===== config.mk =====
export PLATFORM = sky130hd
export DESIGN_NAME = sys_axi_master
export DESIGN_NICKNAME = d
export VERILOG_FILES = /design/src/rtl/sys_axi_pkg.sv /design/src/rtl/sys_axi_master.sv
export SDC_FILE = /design/constraint.sdc
export NUM_CORES = 1
export LEC_CHECK = 0
export BUFFER_PORTS_ARGS = -buffer_cell sky130_fd_sc_hd__buf_2
export CELL_PAD_IN_SITES_DETAIL_PLACEMENT = 1
export CELL_PAD_IN_SITES_GLOBAL_PLACEMENT = 1
export CORE_MARGIN = 10
export CORE_UTILIZATION = 30
export DETAILED_ROUTE_END_ITERATION = 10
export PLACE_DENSITY = 0.81
export SLEW_MARGIN = 40
export SYNTH_ARGS = -nofsm -noshare
export SYNTH_HDL_FRONTEND = slang
export SYNTH_SLANG_ARGS = --single-unit

===== constraint.sdc =====
create_clock -name axi_clk_i -period 3.71 [get_ports axi_clk_i]
set_input_delay 0.742 -clock axi_clk_i [delete_from_list [all_inputs] [get_ports axi_clk_i]]
set_output_delay 0.742 -clock axi_clk_i [all_outputs]
set_load 0.02 [all_outputs]

===== src/rtl/sys_axi_pkg.sv =====
// Shared types and AXI3 constants for the system-bus to AXI3 master bridge.
package sys_axi_pkg;

  typedef enum logic [2:0] {
    ST_IDLE,
    ST_WR_REQ,
    ST_WR_RESP,
    ST_RD_REQ,
    ST_RD_DATA,
    ST_ACK
  } state_t;

  localparam logic [1:0] AXI_BURST_INCR  = 2'b01;
  localparam logic [1:0] AXI_RESP_OKAY   = 2'b00;
  localparam logic [1:0] AXI_RESP_EXOKAY = 2'b01;
  localparam logic [1:0] AXI_RESP_SLVERR = 2'b10;
  localparam logic [1:0] AXI_RESP_DECERR = 2'b11;

  // AxSIZE encoding is log2 of the number of bytes per beat.
  function automatic logic [2:0] axi_size(input int unsigned sw);
    logic [2:0] s;
    s = 3'd0;
    for (int i = 1; i < 8; i++) begin
      if ((32'd1 << i) <= sw) s = 3'(i);
    end
    return s;
  endfunction

  function automatic logic resp_err(input logic [1:0] resp);
    logic e;
    case (resp)
      AXI_RESP_OKAY, AXI_RESP_EXOKAY:   e = 1'b0;
      AXI_RESP_SLVERR, AXI_RESP_DECERR: e = 1'b1;
      default:                          e = 1'b0;
    endcase
    return e;
  endfunction

endpackage


===== src/rtl/sys_axi_master.sv =====
// System-bus to AXI3 master: one single-beat transaction outstanding at a time.
// state | meaning: IDLE wait cmd; WR_REQ aw/w valid; WR_RESP bready; RD_REQ arvalid; RD_DATA rready; ACK pulse
module sys_axi_master
  import sys_axi_pkg::*;
#(
  parameter int unsigned       AXI_DW = 32,
  parameter int unsigned       AXI_AW = 32,
  parameter int unsigned       AXI_IW = 8,
  parameter int unsigned       AXI_SW = AXI_DW >> 3,
  parameter logic [AXI_IW-1:0] AXI_ID = '0
) (
  input  logic              axi_clk_i,
  input  logic              axi_rstn_i,
  input  logic [AXI_AW-1:0] sys_addr_i,
  input  logic [AXI_DW-1:0] sys_wdata_i,
  input  logic [AXI_SW-1:0] sys_sel_i,
  input  logic              sys_wen_i,
  input  logic              sys_ren_i,
  output logic [AXI_DW-1:0] sys_rdata_o,
  output logic              sys_err_o,
  output logic              sys_ack_o,
  output logic              sys_busy_o,
  output logic [AXI_IW-1:0] axi_awid_o,
  output logic [AXI_AW-1:0] axi_awaddr_o,
  output logic [3:0]        axi_awlen_o,
  output logic [2:0]        axi_awsize_o,
  output logic [1:0]        axi_awburst_o,
  output logic [1:0]        axi_awlock_o,
  output logic [3:0]        axi_awcache_o,
  output logic [2:0]        axi_awprot_o,
  output logic              axi_awvalid_o,
  input  logic              axi_awready_i,
  output logic [AXI_IW-1:0] axi_wid_o,
  output logic [AXI_DW-1:0] axi_wdata_o,
  output logic [AXI_SW-1:0] axi_wstrb_o,
  output logic              axi_wlast_o,
  output logic              axi_wvalid_o,
  input  logic              axi_wready_i,
  input  logic [AXI_IW-1:0] axi_bid_i,
  input  logic [1:0]        axi_bresp_i,
  input  logic              axi_bvalid_i,
  output logic              axi_bready_o,
  output logic [AXI_IW-1:0] axi_arid_o,
  output logic [AXI_AW-1:0] axi_araddr_o,
  output logic [3:0]        axi_arlen_o,
  output logic [2:0]        axi_arsize_o,
  output logic [1:0]        axi_arburst_o,
  output logic [1:0]        axi_arlock_o,
  output logic [3:0]        axi_arcache_o,
  output logic [2:0]        axi_arprot_o,
  output logic              axi_arvalid_o,
  input  logic              axi_arready_i,
  input  logic [AXI_IW-1:0] axi_rid_i,
  input  logic [AXI_DW-1:0] axi_rdata_i,
  input  logic [1:0]        axi_rresp_i,
  input  logic              axi_rlast_i,
  input  logic              axi_rvalid_i,
  output logic              axi_rready_o
);

  localparam logic [2:0] AXI_SIZE = axi_size(AXI_SW);

  state_t            state_q, state_d;
  logic              aw_done_q, aw_done_d, w_done_q, w_done_d;
  logic              pend_rd_q, pend_rd_d;
  logic [AXI_AW-1:0] addr_q, addr_d;
  logic [AXI_DW-1:0] wdata_q, wdata_d, rdata_q, rdata_d;
  logic [AXI_SW-1:0] sel_q, sel_d;
  logic              err_q, err_d;
  logic              awvalid_q, awvalid_d, wvalid_q, wvalid_d, bready_q, bready_d;
  logic              arvalid_q, arvalid_d, rready_q, rready_d, ack_q, ack_d, busy_q, busy_d;

  always_comb begin
    state_d   = state_q;
    aw_done_d = aw_done_q;
    w_done_d  = w_done_q;
    pend_rd_d = pend_rd_q;
    addr_d    = addr_q;
    wdata_d   = wdata_q;
    sel_d     = sel_q;
    rdata_d   = rdata_q;
    err_d     = err_q;

    case (state_q)
      ST_IDLE: begin
        if (sys_wen_i || sys_ren_i) begin
          addr_d  = sys_addr_i;
          wdata_d = sys_wdata_i;
          sel_d   = sys_sel_i;
        end
        if (sys_wen_i) begin
          state_d   = ST_WR_REQ;
          pend_rd_d = sys_ren_i;
          aw_done_d = 1'b0;
          w_done_d  = 1'b0;
        end else if (sys_ren_i) begin
          state_d = ST_RD_REQ;
        end
      end
      ST_WR_REQ: begin
        aw_done_d = aw_done_q | (awvalid_q & axi_awready_i);
        w_done_d  = w_done_q  | (wvalid_q  & axi_wready_i);
        if (aw_done_d && w_done_d) state_d = ST_WR_RESP;
      end
      ST_WR_RESP: begin
        if (axi_bvalid_i && bready_q) begin
          err_d   = resp_err(axi_bresp_i) | (axi_bid_i != AXI_ID);
          state_d = ST_ACK;
        end
      end
      ST_RD_REQ: begin
        if (arvalid_q && axi_arready_i) state_d = ST_RD_DATA;
      end
      ST_RD_DATA: begin
        if (axi_rvalid_i && rready_q) begin
          rdata_d = axi_rdata_i;
          err_d   = resp_err(axi_rresp_i) | (axi_rid_i != AXI_ID) | ~axi_rlast_i;
          state_d = ST_ACK;
        end
      end
      ST_ACK: begin
        // A read queued behind a simultaneous write reuses the latched address.
        if (pend_rd_q) begin
          state_d   = ST_RD_REQ;
          pend_rd_d = 1'b0;
        end else begin
          state_d = ST_IDLE;
        end
      end
      default: state_d = ST_IDLE;
    endcase

    awvalid_d = (state_d == ST_WR_REQ) && !aw_done_d;
    wvalid_d  = (state_d == ST_WR_REQ) && !w_done_d;
    bready_d  = (state_d == ST_WR_RESP);
    arvalid_d = (state_d == ST_RD_REQ);
    rready_d  = (state_d == ST_RD_DATA);
    ack_d     = (state_d == ST_ACK);
    busy_d    = (state_d != ST_IDLE);
  end

  always_ff @(posedge axi_clk_i or negedge axi_rstn_i) begin
    if (!axi_rstn_i) begin
      state_q   <= ST_IDLE;
      aw_done_q <= 1'b0;
      w_done_q  <= 1'b0;
      pend_rd_q <= 1'b0;
      addr_q    <= '0;
      wdata_q   <= '0;
      sel_q     <= '0;
      rdata_q   <= '0;
      err_q     <= 1'b0;
      awvalid_q <= 1'b0;
      wvalid_q  <= 1'b0;
      bready_q  <= 1'b0;
      arvalid_q <= 1'b0;
      rready_q  <= 1'b0;
      ack_q     <= 1'b0;
      busy_q    <= 1'b0;
    end else begin
      state_q   <= state_d;
      aw_done_q <= aw_done_d;
      w_done_q  <= w_done_d;
      pend_rd_q <= pend_rd_d;
      addr_q    <= addr_d;
      wdata_q   <= wdata_d;
      sel_q     <= sel_d;
      rdata_q   <= rdata_d;
      err_q     <= err_d;
      awvalid_q <= awvalid_d;
      wvalid_q  <= wvalid_d;
      bready_q  <= bready_d;
      arvalid_q <= arvalid_d;
      rready_q  <= rready_d;
      ack_q     <= ack_d;
      busy_q    <= busy_d;
    end
  end

  assign sys_rdata_o   = rdata_q;
  assign sys_err_o     = err_q;
  assign sys_ack_o     = ack_q;
  assign sys_busy_o    = busy_q;

  assign axi_awid_o    = AXI_ID;
  assign axi_awaddr_o  = addr_q;
  assign axi_awlen_o   = 4'd0;
  assign axi_awsize_o  = AXI_SIZE;
  assign axi_awburst_o = AXI_BURST_INCR;
  assign axi_awlock_o  = 2'b00;
  assign axi_awcache_o = 4'd0;
  assign axi_awprot_o  = 3'd0;
  assign axi_awvalid_o = awvalid_q;

  assign axi_wid_o     = AXI_ID;
  assign axi_wdata_o   = wdata_q;
  assign axi_wstrb_o   = sel_q;
  assign axi_wlast_o   = 1'b1;
  assign axi_wvalid_o  = wvalid_q;

  assign axi_bready_o  = bready_q;

  assign axi_arid_o    = AXI_ID;
  assign axi_araddr_o  = addr_q;
  assign axi_arlen_o   = 4'd0;
  assign axi_arsize_o  = AXI_SIZE;
  assign axi_arburst_o = AXI_BURST_INCR;
  assign axi_arlock_o  = 2'b00;
  assign axi_arcache_o = 4'd0;
  assign axi_arprot_o  = 3'd0;
  assign axi_arvalid_o = arvalid_q;

  assign axi_rready_o  = rready_q;

endmodule


### Yosys cells after proc, flatten, opt, wreduce, memory -nomap -nowiden

Index checks and enable logic that the tools add are counted.

* bits in read-only memories: 0
* register bits after elaboration: 114
* memories: 0
* bits in latches: 0
* output and inout port bits: 201
* bits in writable memories: 0

* bitwise operators: 8
* reduce and logical (&&, ||, !) cells: 25
* multiply operators: 0
* shifts and indexed selects: 0
* add/subtract/negate cells: 0
* equal/unequal tests: 19
* multiplexer cells: 23
* divide/modulo/power cells: 0
* magnitude comparators: 0

Operators with widths (count)
* 2-to-1 mux 3 bit: 6
* one-hot mux 3 bit (6 select lines): 1
* nonzero test 8 bit: 2
* equality test 3 x 2 -> 1 bit, second input constant: 4
* equality test 3 bit, second input constant: 4
* one-hot mux 1 bit (2 select lines): 6
* 2-to-1 mux 1 bit: 9
* equality test 2 bit, second input constant: 4
* OR reduction 2 bit: 4
* equality test 3 x 1 -> 1 bit, second input constant: 2
* logical AND 1 bit: 6
* != test 2 bit, second input constant: 3
* AND reduction 2 bit: 3
* bitwise OR 1 bit: 5
* equality test 2 x 1 -> 1 bit, second input constant: 2
* zero test 2 bit: 2
* nonzero test 2 bit: 2
* zero test 3 bit: 1
* AND reduction 3 bit: 1
* nonzero test 3 bit: 1
* bitwise AND 1 bit: 2
* zero test 1 bit: 2
* 2-to-1 mux 2 bit: 1
* logical OR 1 bit: 1
* NOT 1 bit: 1

### Logic depth before layout (Yosys ltp)

Gate-level depths: netlist of run 1.

* depth after elaboration: 9
* depth in mapped cells: 8
* depth with buffers taken out: 6

### Worst setup path after synthesis of run 1

No wires, ideal clock.

* kind: input-to-reg
* start point: input sys_ren_i
* end point: register addr_q[17], in the netlist axi_araddr_o[17]
* buffers on the path: 3
* arrival: 1.603 ns
* library setup time: 0.127 ns
* stages on the path: 5
* path slack: 1.979 ns
* path through: o21a_1 -> buf_4 -> buf_6 -> buf_6 -> mux2_1

* longest elaborated chain between the ends: 2

RTL lines
* from (decl): line sys_axi_master.sv:18 `input logic sys_ren_i,`
* logical OR 1 bit: line sys_axi_master.sv:86 `if (sys_wen_i || sys_ren_i) begin`
* AND reduction 2 bit (no source line)
* to (signal assigned): line sys_axi_master.sv:165 `addr_q <= addr_d;`
* to (decl): line sys_axi_master.sv:66 `logic [AXI_AW-1:0] addr_q, addr_d;`

No other way between the ends.
A chain may end at the register's enable or synchronous reset.

### Worst setup path after layout of run 1

* start point: register state_q[0]
* end point: register awvalid_q, in the netlist axi_awvalid_o

* longest elaborated chain between the ends: 5
* elaborated cells between the ends (all ways): 17
* classes of those cells: eq/ne: 6; mux: 8; reduce/logical: 3

RTL lines
* from (decl): line sys_axi_master.sv:63 `state_t state_q, state_d;`
* from (signal assigned): line sys_axi_master.sv:161 `state_q <= state_d;`
* 2-to-1 mux 3 bit: line sys_axi_master.sv:96 `end else if (sys_ren_i) begin`
* 2-to-1 mux 3 bit: line sys_axi_master.sv:91 `if (sys_wen_i) begin`
* one-hot mux 3 bit (6 select lines): line sys_axi_master.sv:84 `case (state_q)`
* equality test 3 x 1 -> 1 bit: line sys_axi_master.sv:133 `awvalid_d = (state_d == ST_WR_REQ) && !aw_done_d;`
* logical AND 1 bit *: line sys_axi_master.sv:133
* via awvalid_d: line sys_axi_master.sv:70 `logic awvalid_q, awvalid_d, wvalid_q, wvalid_d, bready_q, bready_d;`
* to (signal assigned): line sys_axi_master.sv:170 `awvalid_q <= awvalid_d;`
* to (decl): line sys_axi_master.sv:70

The timed path passes the listed nets; every way through them passes the cells marked *.

==> results of run 1 <==
-- flip-flops by register name, summed over array words and instances, names as in the netlist, 3 cells and up --
| name | cells |
|---|---|
| axi_araddr_o | 32 |
| axi_wdata_o | 32 |
| sys_rdata_o | 32 |
| axi_wstrb_o | 4 |
| state_q | 3 |
-- synthesized netlist by cell type (all sizes together) --
library cell	instances	share of area
dfrtp	114	0.55
buf	107	0.16
mux2	100	0.22
nor2	7	0.0051
nand2	6	0.0044
inv	5	0.0036
nor3	5	0.0080
o21ai	5	0.0049
a21oi	3	0.0029
nand3	3	0.0029
nor4	3	0.0036
conb	2	0.0015
nor2b	2	0.0024
nor3b	2	0.0039
a211oi	1	0.0024
a31o	1	0.0034
a31oi	1	0.0012
a32o	1	0.0019
a32oi	1	0.0017
a41o	1	0.0019
and2	1	0.0012
and3	1	0.0022
nand2b	1	0.0012
nand4	1	0.0012
nor4b	1	0.0017
o21a	1	0.0015
o21bai	1	0.0015
o2bb2ai	1	0.0017
or3b	1	0.0017
-- final cells by class --
type                    count  area (µm²)
well taps                 220         275
diodes                      1        2.50
fillers                  1891        9870
repair buffers            269        1380
flip-flops and latches    114        2850
clock inverters            13         159
multi-input cells         212        1700
inverters                   5        18.8
clock buffers              19         443
-- worst max path at each step --
stage | depth (start not counted) | slack (ns) | startpoint | endpoint
6_report | 6 | 1.53 | state_q[0]$_DFF_PN0_ | axi_awvalid_o$_DFF_PN0_
3_3_place_gp | 6 | 1.43 | sys_ren_i | sys_busy_o$_DFF_PN0_
4_1_cts | 6 | 1.50 | state_q[0]$_DFF_PN0_ | axi_awvalid_o$_DFF_PN0_
2_1_floorplan | 5 | 1.98 | sys_ren_i | axi_araddr_o[17]$_DFFE_PN0P_
5_1_grt | 6 | 1.37 | state_q[0]$_DFF_PN0_ | axi_awvalid_o$_DFF_PN0_
3_5_place_dp | 6 | 1.44 | sys_ren_i | sys_busy_o$_DFF_PN0_
-- metrics by stage --
step	utilization	area, µm²	cells	hold WS [ns]	power, mW
floorplan	-	5370	438	0.446	4.01
global placement	0.372	6220	820	0.462	4.60
detailed placement	0.372	6220	820	0.469	4.69
CTS	0.409	6820	852	0.421	6.39
global route	0.409	6830	853	0.322	6.66
finish	0.409	6830	853	0.292	6.26
-- critical path, cell delays in order (launching register included) --
cell and delay [ns]:
dfrtp_1 0.50, nor3_2 0.30, o21a_4 0.40, buf_12 0.30
o21bai_1 0.21, nor3_4 0.10, nor3_1 0.21
-- cell families after synthesis --
family          share of synthesized area
simple gates                       0.0396
mux                                 0.219
flops                               0.554
compound gates                     0.0250
other cells                       0.00146
buf+inv                             0.162
-- routing by layer --
metal,global-route usage,share of wire
met2,0.224,0.53
met4,0.0481,0.016
met5,0,0
met3,0.0579,0.12
met1,0.119,0.34
-- power groups by stage --
| stage | logic, mW | registers, mW | clock network (mW) |
|---|---|---|---|
| 2_1_floorplan | 1.50 | 2.51 | 0 |
| 3_3_place_gp | 2.60 | 2.00 | 0 |
| 3_5_place_dp | 2.65 | 2.03 | 0 |
| 4_1_cts | 2.66 | 2.02 | 1.71 |
| 5_1_grt | 2.80 | 2.08 | 1.78 |
| 6_report | 2.59 | 2.01 | 1.66 |
==> out/qor.txt, run 1 <==
outcome: finished clean
CTS tree: yes
routability cong.: 0.798
ratio of cells with drive above 1 in the final layout: 0.590
Comb power frac: 0.415
RSZ-0062 raised after global routing: no
HPWL after detailed placement: 12.3 mm
Worst EP arrival: 2.48 ns
drt first pass iters: 4
power share of the clock group: 0.265
FMAX: 459 MHz
Die H: 151 µm
Initial Util: 0.308
Synth Instances: 379
Clock Sink Count: 114
Synth Warn #: 0
total negative slack: 0 ns
Slew @ Worst Pin: 0.556 ns
final critical-path required period: 2.18 ns
Final nets: 749
Vias: 3574
H-tree depth: 4
data required time of the worst path: 4.01 ns
root buffer cell: clkbuf_16
launch point of the worst reg-to-reg path: state_q[0]$_DFF_PN0_
FF-to-FF path depth: 6
first-pass GRT wire length: 22.0 mm
worst slack, placed: 1.44 ns
Max VDD drop: 0.392 mV
# setup viols final: 0
Die ar.: 22800 µm²
PwrDens: 916 nW/µm²
CP Max Fanout: 50
post-cts resize count: 0
Total GRT Usage: 0.124
Worst Setup End Kind: register
number of post-CTS setup repair buffers: 0
clk_lat worst skew: 0.40 ns
max-cap violation count: 0
final setup margin: 1.53 ns
post-synthesis cell type count: 36
largest net degree at the start of global routing: 59
internal power: 3.80 mW
GR Overflow Total: 0
CTS max path bufs: 2
Net Sw Power: 2.45 mW
DRC: 0
sequential share of the synthesized area: 0.554
Yosys reg bits: 114
die width: 151 µm
vias in the first global route: 4023
Seq pwr share: 0.321
port bufs: 267
Std-Cell Rows: 47
syn_area_per_cell: 13.6 µm²
area grow syn2layout: 32.6%
Top-Level Pins: 331
wire length per cell: 17.5 µm
Post-DRT Antenna Nets: 0
final hold violations: 0
Switching Fraction: 0.392
Worst R2R Setup Slack: 1.53 ns
drt total wl: 14.9 mm
Final Max Slew Viols: 0
initial antenna violation count: 2
reg-to-reg endpoint: axi_awvalid_o$_DFF_PN0_
mapped cell area: 5150 µm²
Max-slew headroom: 0.630
CTS buffer count: 17
Hold WC Path Type: primary input to async pin
DRT iter0 DRCs: 60
Leak: 3.65 nW
commonest cells after routing, fill and taps aside: buf_2 (266), dfrtp_1 (114), mux2_2 (65), conb_1 (61), mux2_1 (35)
post-DR vias/cell: 4.19
CORE AREA: 16700 µm²
most common cell after layout, fill and taps aside: buf_2
element type at the critical path start: register
period utilization: 0.588
Clock transition at path regs: 0.06 ns
CP Class: register to register
clock skew: 0.00803 ns
Hold Buf Count CTS: 0
(Power assumes the default switching activity.)
==> run 2: changes to the inputs <==
--- a/config.mk
+++ b/config.mk
@@ -9,9 +9,9 @@
 export CELL_PAD_IN_SITES_DETAIL_PLACEMENT = 1
 export CELL_PAD_IN_SITES_GLOBAL_PLACEMENT = 1
 export CORE_MARGIN = 10
-export CORE_UTILIZATION = 30
+export CORE_UTILIZATION = 29
 export DETAILED_ROUTE_END_ITERATION = 10
-export PLACE_DENSITY = 0.81
+export PLACE_DENSITY = 0.82
 export SLEW_MARGIN = 40
 export SYNTH_ARGS = -nofsm -noshare
 export SYNTH_HDL_FRONTEND = slang
==> constraint.sdc (replaced) <==
create_clock -name axi_clk_i -period 2 [get_ports axi_clk_i]
set_input_delay 0.4 -clock axi_clk_i [delete_from_list [all_inputs] [get_ports axi_clk_i]]
set_output_delay 0.4 -clock axi_clk_i [all_outputs]
set_load 0.02 [all_outputs]
==> out/qor.txt, run 2 (same netlist as run 1, synthesis figures left out) <==
outcome: finished clean
root buffer cell: clkbuf_16
RSZ-0062 raised after global routing: no
ratio of cells with drive above 1 in the final layout: 0.595 (+0.00479)
Initial Util: 0.297 (-0.0117)
drt total wl: 15.6 mm (+4.5%)
DRT iter0 DRCs: 95 (+58%)
die width: 153 µm (+1.5%)
CP Class: register to register
CTS max path bufs: 2 (unchanged)
most common cell after layout, fill and taps aside: buf_2
Post-DRT Antenna Nets: 0 (unchanged)
post-DR vias/cell: 4.19 (about the same)
Worst EP arrival: 2.13 ns (-0.35 ns)
area grow syn2layout: 34.6%
Die H: 153 µm (+1.5%)
initial antenna violation count: 1 (-1)
CP Max Fanout: 11 (-78%)
Vias: 3616 (+1.2%)
PwrDens: 1720 nW/µm² (+88%)
Hold Buf Count CTS: 0 (unchanged)
clock skew: 0.00975 ns (+0.00172 ns)
Hold WC Path Type: primary input to async pin
Std-Cell Rows: 48 (+2.1%)
Leak: 3.69 nW (+1.1%)
Placed Instance Area: 6290 µm² (+1.1%)
max-cap violation count: 0 (unchanged)
commonest cells after routing, fill and taps aside: buf_2 (266), dfrtp_1 (114), mux2_2 (65), conb_1 (61), mux2_1 (35)
FMAX: 541 MHz (+18%)
final hold violations: 0 (unchanged)
wire length per cell: 18.1 µm (+3.3%)
Total GRT Usage: 0.128 (+0.00448)
final critical-path required period: 1.85 ns (-0.332 ns)
final core utilization: 0.400 (-0.00939)
HPWL after detailed placement: 12.5 mm (+1.6%)
Max-slew headroom: 0.571 (-0.0582)
Slew @ Worst Pin: 0.643 ns (+0.0873 ns)
H-tree depth: 4 (unchanged)
Final Max Slew Viols: 0 (unchanged)
DRC: 0 (unchanged)
Max VDD drop: 0.862 mV (+120%)
vias in the first global route: 4158 (+3.4%)
element type at the critical path start: register
total negative slack: 0 ns (unchanged)
Die ar.: 23500 µm² (+3.0%)
routability cong.: 0.719 (-9.9%)
largest net degree at the start of global routing: 115 (+95%)
Top-Level Pins: 331 (unchanged)
Power Total: 11.9 mW (+91%)
first-pass GRT wire length: 24.1 mm (+9.7%)
Worst Setup End Kind: register
drt first pass iters: 4 (unchanged)
Clock Sink Count: 114 (unchanged)
CTS buffer count: 17 (unchanged)
CTS tree: yes
period utilization: 0.924 (+0.337)
number of post-CTS setup repair buffers: 0 (unchanged)
port bufs: 267 (unchanged)
GR Overflow Total: 0 (unchanged)
clk_lat worst skew: 0.40 ns (about the same)
design area: 6930 µm² (+1.5%)
CORE AREA: 17400 µm² (+3.9%)
# setup viols final: 0 (unchanged)
data required time of the worst path: 2.28 ns (-1.73 ns)
Final nets: 754 (+0.67%)
post-cts resize count: 0 (unchanged)
Clock transition at path regs: 0.06 ns (about the same)
==> run 2: path summary, 6_finish.rpt <==
kind	startpoint	endpoint	slack, ns	cells after the start
setup / recovery	state_q[0]$_DFF_PN0_	axi_wdata_o[5]$_DFFE_PN0P_	0.15	4
max in group asynchronous	axi_rstn_i	axi_wdata_o[5]$_DFFE_PN0P_	1.43	2
min in group axi_clk_i	axi_rdata_i[22]	sys_rdata_o[22]$_DFFE_PN0P_	0.21	2
hold reg to reg	sys_rdata_o[29]$_DFFE_PN0P_	sys_rdata_o[29]$_DFFE_PN0P_	0.48	1
hold / removal	axi_rstn_i	axi_wstrb_o[3]$_DFFE_PN0P_	0.07	2
setup reg to reg	state_q[0]$_DFF_PN0_	axi_wdata_o[5]$_DFFE_PN0P_	0.15	4
==> run 2: power by group <==
part           leakage [nW]  internal, mW  total (mW)  switching [mW]
logic                  1.97          1.95        4.91            2.95
clock network         0.300          2.14        3.27            1.14
registers              1.42          3.18        3.74           0.561
==> run 2: metrics by stage <==
step	hold slack, ns	setup slack (ns)	std cells
floorplan	0.104	0.320	438
global placement	0.461	0.198	830
detailed placement	0.471	0.158	830
CTS	0.106	0.141	862
global route	0.111	0.0649	863
finish	0.0686	0.152	863
==> run 2: per-layer routing <==
metal | up-vias | share of wire | track usage
met5 | - | 0 | 0
met4 | 0 | 0.014 | 0.0481
met3 | 15 | 0.10 | 0.0572
met2 | 189 | 0.51 | 0.217
met1 | 1773 | 0.38 | 0.137
li1 | 1639 | - | -
==> run 2: area by class of cell <==
type                            count  area [µm²]
Timing Repair Buffer              274        1440
Clock buffer                       18         439
Inverter                            5        18.8
Antenna cell                        1        2.50
Multi-Input combinational cell    212        1700
Clock inverter                     14         203
Fill cell                        1967       10400
Tap cell                          225         282
Sequential cell                   114        2850
==> run 2: critical path: stages, from the launching register on <==
cell	delay, ns
dfrtp_1	0.50
nor3_2	0.31
o21a_4	0.31
buf_4	0.25
mux2_2	0.35
==> run 3: changes to the inputs <==
--- a/config.mk
+++ b/config.mk
@@ -11,7 +11,7 @@
 export CORE_MARGIN = 10
 export CORE_UTILIZATION = 29
 export DETAILED_ROUTE_END_ITERATION = 10
-export PLACE_DENSITY = 0.82
+export PLACE_DENSITY = 0.77
 export SLEW_MARGIN = 40
 export SYNTH_ARGS = -nofsm -noshare
 export SYNTH_HDL_FRONTEND = slang
==> out/qor.txt, run 3 (same netlist as run 1, synthesis figures left out) <==
CP Class: register to register
Std-Cell Rows: 48 (unchanged)
ANT cells: 0 (-1)
final critical-path required period: 1.84 ns (-0.00568 ns)
total negative slack: 0 ns (unchanged)
Power Total: 11.7 mW (-2.2%)
Clock transition at path regs: 0.06 ns (about the same)
final setup margin: 0.157 ns (+0.00568 ns)
period utilization: 0.921 (-0.00284)
post-DR vias/cell: 4.17 (-0.45%)
Slew @ Worst Pin: 0.691 ns (+0.0480 ns)
drt first pass iters: 4 (unchanged)
vias in the first global route: 4187 (+0.70%)
PwrDens: 1690 nW/µm² (-1.7%)
ratio of cells with drive above 1 in the final layout: 0.596 (+0.00127)
Initial Util: 0.297 (unchanged)
DRC: 0 (unchanged)
Top-Level Pins: 331 (unchanged)
Post-DRT Antenna Nets: 0 (unchanged)
data required time of the worst path: 2.29 ns (about the same)
die width: 153 µm (unchanged)
number of post-CTS setup repair buffers: 0 (unchanged)
wire length per cell: 18.1 µm (+0.15%)
Post-Layout Cell Count: 864 (+0.12%)
Hold Buf Count CTS: 0 (unchanged)
area grow syn2layout: 34.0%
clk_lat worst skew: 0.41 ns (about the same)
CTS buffer count: 17 (unchanged)
Inst Count DP: 832 (+0.24%)
most common cell after layout, fill and taps aside: buf_2
RSZ-0062 raised after global routing: no
first-pass GRT wire length: 23.9 mm (-0.94%)
Max VDD drop: 0.672 mV (-22%)
commonest cells after routing, fill and taps aside: buf_2 (266), dfrtp_1 (114), mux2_2 (65), conb_1 (61), mux2_1 (35)
Die ar.: 23500 µm² (unchanged)
Clock Sink Count: 114 (unchanged)
Max-slew headroom: 0.539 (-0.0320)
CTS tree: yes
port bufs: 267 (unchanged)
final core utilization: 0.398 (-0.00187)
CP Max Fanout: 23 (+12)
routability cong.: 0.736 (+2.4%)
Hold WC Path Type: primary input to async pin
final hold violations: 0 (unchanged)
outcome: finished clean
element type at the critical path start: register
largest net degree at the start of global routing: 115 (unchanged)
CORE AREA: 17400 µm² (unchanged)
GR Overflow Total: 0 (unchanged)
Final nets: 756 (+0.27%)
DRT iter0 DRCs: 76 (-20%)
FF-to-FF path depth: 4 (unchanged)
drt total wl: 15.7 mm (+0.26%)
H-tree depth: 4 (unchanged)
Total GRT Usage: 0.128 (+0.000133)
# setup viols final: 0 (unchanged)
Final Max Slew Viols: 0 (unchanged)
Worst Setup End Kind: register
post-cts resize count: 0 (unchanged)
Final Hold Slack: 0.0158 ns (-0.0528 ns)
Worst EP arrival: 2.14 ns (about the same)
CTS max path bufs: 2 (unchanged)
FMAX: 543 MHz (+0.31%)
worst slack, placed: 0.131 ns (-0.0267 ns)
FILL cells: 1978 (+0.56%)
root buffer cell: clkbuf_16
Placed Instance Area: 6320 µm² (+0.44%)
max-cap violation count: 0 (unchanged)
HPWL after detailed placement: 12.7 mm (+1.8%)
Die H: 153 µm (unchanged)
Vias: 3604 (-0.33%)
design area: 6900 µm² (-0.47%)
initial antenna violation count: 0 (-1)
Leak: 3.69 nW (-0.15%)
clock skew: 0.00724 ns (-0.00251 ns)
-- run 3: cell type report --
type	instances	area [µm²]	area share
clock buffers	17	425	0.0616
well taps	225	282	0.0408
flip-flops and latches	114	2850	0.413
repair buffers	276	1470	0.213
clock inverters	15	159	0.0230
inverters	5	18.8	0.00272
multi-input cells	212	1700	0.246
-- run 3: worst paths after layout --
kind                                                  start                           end  slack, ns
worst min-delay path                             axi_rstn_i          sys_busy_o$_DFF_PN0_       0.02
worst max register to register         state_q[0]$_DFF_PN0_  axi_araddr_o[30]$_DFFE_PN0P_       0.16
worst max-delay path                   state_q[0]$_DFF_PN0_  axi_araddr_o[30]$_DFFE_PN0P_       0.16
max in group asynchronous                        axi_rstn_i    sys_rdata_o[9]$_DFFE_PN0P_       1.40
worst min register to register  sys_rdata_o[25]$_DFFE_PN0P_   sys_rdata_o[25]$_DFFE_PN0P_       0.48
min in group axi_clk_i                      axi_rdata_i[20]   sys_rdata_o[20]$_DFFE_PN0P_       0.20
-- run 3: critical path, stage by stage (launching register included) --
cell,delay [ns]
dfrtp_1,0.50
nor3_2,0.30
o21a_4,0.33
buf_12,0.22
mux2_2,0.36
-- run 3: power breakdown --
part | total (mW) | switching (mW) | internal, mW
sequential | 3.72 | 0.545 | 3.18
clock | 2.97 | 1.13 | 1.84
combinational | 4.96 | 2.97 | 1.99
-- run 3: routing by layer --
metal  track usage  share of wire  wire, µm
met1         0.129           0.36      5660
met2         0.225           0.52      8180
met3        0.0654           0.11      1690
met4        0.0409         0.0083       130
met5             0              0         0
